[src/rtl/count_mode_decoder.sv]
// Receive-side decoder for the up/down/even/odd/hold counter: recovers the control word behind each state step.
// Optional saturating error counter is built when COUNT_ERR_STATS_EN is defined.
module count_mode_decoder #(
    parameter int unsigned LOCK_CNT = 4,
    parameter int unsigned ERR_W    = 8
) (
    input  logic             clk,
    input  logic             reset,
    input  logic [2:0]       cnt_in,
    input  logic             cnt_vld,
    output logic [3:0]       x_out,
    output logic             x_vld,
    output logic             illegal,
    output logic             locked,
    output logic [ERR_W-1:0] err_cnt
);

    localparam int unsigned CNT_W = 3;
    localparam int unsigned X_W   = 4;
    localparam int unsigned RUN_W = 4;

    typedef enum logic [1:0] {
        EMPTY  = 2'd0,
        TRACK  = 2'd1,
        LOCKED = 2'd2
    } state_t;

    state_t           state_q, state_d;
    logic [CNT_W-1:0] prev_q, prev_d;
    logic [RUN_W-1:0] run_q, run_d;
    logic [X_W-1:0]   x_d;
    logic             x_vld_d, illegal_d, locked_d;

    logic [CNT_W-1:0] delta;
    logic             p_even;
    logic             step_bad;
    logic             step_up;
    logic             step_two;

    // Step classification relative to the previous accepted sample (3-bit wrap).
    assign delta    = cnt_in - prev_q;
    assign p_even   = ~prev_q[0];
    assign step_bad = (delta == 3'd3) || (delta == 3'd4) || (delta == 3'd5);
    assign step_up  = (delta == 3'd1) || (delta == 3'd2);
    assign step_two = (delta == 3'd2) || (delta == 3'd6);

    always_ff @(posedge clk or posedge reset) begin
        if (reset) begin
            state_q <= EMPTY;
            prev_q  <= '0;
            run_q   <= '0;
            x_out   <= '0;
            x_vld   <= 1'b0;
            illegal <= 1'b0;
            locked  <= 1'b0;
        end else begin
            state_q <= state_d;
            prev_q  <= prev_d;
            run_q   <= run_d;
            x_out   <= x_d;
            x_vld   <= x_vld_d;
            illegal <= illegal_d;
            locked  <= locked_d;
        end
    end

    always_comb begin
        state_d   = state_q;
        prev_d    = prev_q;
        run_d     = run_q;
        x_d       = x_out;
        x_vld_d   = 1'b0;
        illegal_d = 1'b0;
        locked_d  = locked;

        if (cnt_vld) begin
            prev_d = cnt_in;
            case (state_q)
                EMPTY: begin
                    state_d = TRACK;
                end
                TRACK, LOCKED: begin
                    if (step_bad) begin
                        illegal_d = 1'b1;
                        run_d     = '0;
                        locked_d  = 1'b0;
                        state_d   = TRACK;
                    end else begin
                        x_vld_d = 1'b1;
                        if (delta == 3'd0) begin
                            x_d[3] = 1'b1;
                        end else begin
                            // The step-size bit lands on even or odd by the parity of the source state.
                            x_d[3] = 1'b0;
                            x_d[0] = step_up;
                            if (p_even) begin
                                x_d[1] = step_two;
                            end else begin
                                x_d[2] = step_two;
                            end
                        end
                        if (run_q != RUN_W'(LOCK_CNT)) begin
                            run_d = run_q + RUN_W'(1);
                        end
                        if (run_d == RUN_W'(LOCK_CNT)) begin
                            state_d  = LOCKED;
                            locked_d = 1'b1;
                        end
                    end
                end
                default: begin
                    state_d = EMPTY;
                end
            endcase
        end
    end

`ifdef COUNT_ERR_STATS_EN
    logic [ERR_W-1:0] err_q;

    // Counts alongside the illegal pulse; only reset clears it.
    always_ff @(posedge clk or posedge reset) begin
        if (reset) begin
            err_q <= '0;
        end else if (illegal_d && (err_q != {ERR_W{1'b1}})) begin
            err_q <= err_q + ERR_W'(1);
        end
    end

    assign err_cnt = err_q;
`else
    assign err_cnt = '0;
`endif

endmodule

[config.mk]
export PLATFORM = sky130hd
export DESIGN_NAME = count_mode_decoder
export DESIGN_NICKNAME = d
export VERILOG_FILES = /design/src/rtl/count_mode_decoder.sv
export SDC_FILE = /design/constraint.sdc
export NUM_CORES = 1
export LEC_CHECK = 0
export ABC_AREA = 0
export BUFFER_PORTS_ARGS = -buffer_cell sky130_fd_sc_hd__buf_2
export CAP_MARGIN = 25
export CORE_MARGIN = 3
export CORE_UTILIZATION = 53
export CTS_CLUSTER_SIZE = 24
export DETAILED_ROUTE_END_ITERATION = 8
export PLACE_DENSITY = 0.78
export SLEW_MARGIN = 20
export SYNTH_ARGS = -nofsm -noshare
export SYNTH_HDL_FRONTEND = slang
export SYNTH_SLANG_ARGS = --single-unit
[constraint.sdc]
create_clock -name clk -period 2.3 [get_ports clk]
set_clock_uncertainty 0.05 [all_clocks]
set_input_delay 0.23 -clock clk [delete_from_list [all_inputs] [get_ports clk]]
set_output_delay 0.23 -clock clk [all_outputs]
set_load 0.005 [all_outputs]
==> summary.txt <==
CTS
  • # clock sinks: 16
  • CTS clk-pin slew, worst paths: 0.09 ns
  • Post-CTS sizing: 0
  • Root Driver: clkbuf_4
  • Post-CTS Setup Bufs: 0
  • Num CTS Buffers: 3
  • Maximum level of the CTS H-tree: 1
  • CTS tree: done
  • CTS max path bufs: 2
  • Clock latency on the worst-skew pair: 0.28 ns

Synthesis
  • Register area share after synthesis: 39.3%
  • Yosys Warn Count: 0
  • EDFF count, synth: 0
  • Mean Syn Cell Area: 9.43 um2
  • Share of the synthesized area in the top cell type: 39.3%
  • Leading area contributor after synthesis: dfrtp_1
  • Yosys cell types: 35
  • Top cells by area, synth: dfrtp_1, ha_1, buf_4
  • Post-Synthesis Cells: ~110
  • Synth Register Bits: 16
  • Most frequent cell after synthesis: dfrtp_1
  • Mapped cell area: just over 1000 um2
  • Post-synth top flop: dfrtp_1
  • Synth cell count leaders: dfrtp_1, inv_1, a21oi_1, buf_4
  • Synth async-reset ratio: 100%

STA
  • Minimum clock period: 2.14 ns
  • Final setup vio count: 0
  • RSZ-0062 raised after global routing: false
  • Setup TNS: 0 ns
  • F_max: 468 MHz
  • Hold Vio Cnt, Final: 0
  • Final worst path period share: between 90% and 100%
  • Rel. slew slack: between 50% and 60%
  • Worst setup margin: 0.162 ns
  • Max-slew violations: 0
  • Worst Max-Slew Pin Slew: ~0.61 ns

Floorplan
  • Die H: 49.8 um
  • I/O pins: 21
  • Row Count: 15
  • Core box area: 1760 um2
  • Die Wd: 49.8 um
  • Initial core utilization: 57.7%
  • Die area: 2480 um2

Worst setup path
  • Critical Path End: state_q[0]
  • Buffers plus inverters on the worst setup path: 0
  • Critical Path End Type: flop
  • Worst r2r src: prev_q[0]
  • Levels on crit path: 6
  • Worst reg-to-reg path cell count: 6
  • Flop2flop setup slack: 0.16 ns
  • Required time of the critical path: 2.42 ns
  • Family with the most delay on the worst path: adder cells
  • CP startpoint kind: flop
  • Crit-path cells: ha_1 -> fa_1 -> nor2_1 -> mux2_4 -> a41oi_2 -> o211ai_2
  • Max incr delay on CP: 0.62 ns
  • Maximum net fanout on the critical path: 7
  • Worst setup startpoint: prev_q[0]
  • Critical Path AT: between 2 and 2.5 ns
  • RR Endpoint: state_q[0]
  • Crit-path slowest cell: fa_1
  • Critical setup path kind: flop to flop

Pwr
  • Leakage power: roughly 0.54 nW
  • PwrDens: 1080 nW/um2
  • Max VDD drop: 0.529 mV

Drt
  • Antenna viol nets, final: 0
  • DRT Wirelength: approximately 1900 um
  • DR pass1 iterations: 2
  • DR DRC count: 0
  • Vias post-DR: slightly below 800
  • Avg WL per Cell: roughly 13 um
  • First DRT Iteration DRCs: 9
  • Mean number of vias per cell: roughly 5.4

Final layout
  • Final Util: 62.8%
  • Share of layout cells above drive strength 1: 19.7%
  • ANT cells: 0
  • Nets: approximately 140
  • Final cell count without fillers: between 100 and 150
  • Area delta synth->final: 8.72%

Placed design
  • GP Congestion: 0.787
  • Place WS: around 0.16 ns
  • Placed Cells: approximately 140
  • PortBufs: 12
  • Final HPWL DP: roughly 1400 um

Min path
  • Tightest Hold Check Type: input pin to flop
  • WHS Path Cells: 3

Global routing
  • Total global-route track usage: between 15 and 20%
  • Largest net degree at the start of global routing: 17
  • Antenna violations before repair: 0
  • Vias in the first global route: 716
  • First-pass GRT wire length: approximately 3200 um
  • GR Overflow Total: 0

Run
  • Max-cap violations: 0

Outcome
  • Run status: finished clean
worst register-to-register path, stage by stage, from the launching register on:
cell	delay, ns
dfrtp_1	0.42
ha_1	0.20
fa_1	0.62
nor2_1	0.13
mux2_4	0.29
a41oi_2	0.21
o211ai_2	0.10
flip-flops by register name, summed over array words and instances, names as in the netlist:
| name | flops |
|---|---|
| run_q | 4 |
| state_q | 2 |
| prev_q | 3 |
| illegal | 1 |
| locked | 1 |
| x_vld | 1 |
| x_out | 4 |
timing repair:
item	4_1_cts	5_1_grt
hold endpoints to repair	16	0
setup endpoints to repair	0	0
hold buffers	1	0
worst min path at each step:
stage / to / slack, ns / startpoint
floorplan: illegal / 0.09 / reset
global placement: x_vld / 0.28 / reset
detailed placement: x_vld / 0.28 / reset
CTS: prev_q[0] / 0.13 / cnt_in[0]
global route: prev_q[1] / 0.16 / cnt_in[1]
finish: prev_q[0] / 0.13 / cnt_in[0]
cells in the final DEF (no fill, tap or decap), drive strengths merged, types with 2 or more instances in the layout:
cell type   n
inv        13
clkbuf      3
a21oi      10
o211ai      2
buf        13
dfrtp      16
ha          5
o22ai       3
a31oi       3
nor2        8
a22oi       2
nand3       3
o2bb2ai     2
conb        8
mux2        3
nand2       5
o21ai       7
a211o       2
power breakdown:
| part | switching (mW) | total (mW) | leakage (nW) | internal, mW |
|---|---|---|---|---|
| combinational | 0.331 | 0.593 | 0.332 | 0.261 |
| sequential | 0.0818 | 0.455 | 0.199 | 0.374 |
| clock | 0.0846 | 0.145 | 0.0138 | 0.0608 |
logic make-up (layout without fill, tap and decap cells):
kind of cell / count (synthesis) / count (layout) / synth area share (%)
flip-flops: 16 / 16 / 39.3
AND/OR/NAND/NOR: 24 / 24 / 12.0
XOR/XNOR: 1 / 1 / 2.33
adder cells (fa/ha/maj): 6 / 6 / 8.11
buffers and inverters: 23 / 30 / 11.5
AO/OA/AOI/OAI: 33 / 33 / 21.3
multiplexers: 4 / 4 / 5.04
other: 1 / 8 / 0.368
layer usage:
metal | part of all wire (%) | vias to the layer above | global-route usage, % | wire length, um
met2 | 48 | 15 | 29.5 | 922
li1 | - | 393 | - | -
met3 | 3.3 | 4 | 3.63 | 64
met4 | 1.8 | 0 | 6.91 | 34
met5 | 0 | - | 0 | 0
met1 | 47 | 381 | 20.8 | 897
final cells by class:
cell class / count / area, um2
clock buffer: 3 / 22.5
fill: 167 / 657
inverter: 13 / 48.8
multi-input combinational: 76 / 527
sequential: 16 / 400
tap: 25 / 31.3
timing repair buffer: 14 / 77.6
through the flow:
| stage | hold slack (ns) | instance area, um2 | total power [mW] |
|---|---|---|---|
| 6_report | 0.134 | 1110 | 1.19 |
| 3_5_place_dp | 0.283 | 1070 | 1.05 |
| 2_1_floorplan | 0.0937 | 1040 | 0.898 |
| 4_1_cts | 0.133 | 1110 | 1.19 |
| 5_1_grt | 0.156 | 1110 | 1.30 |
| 3_3_place_gp | 0.280 | 1070 | 1.02 |
Power figures use the tool's default switching activity.
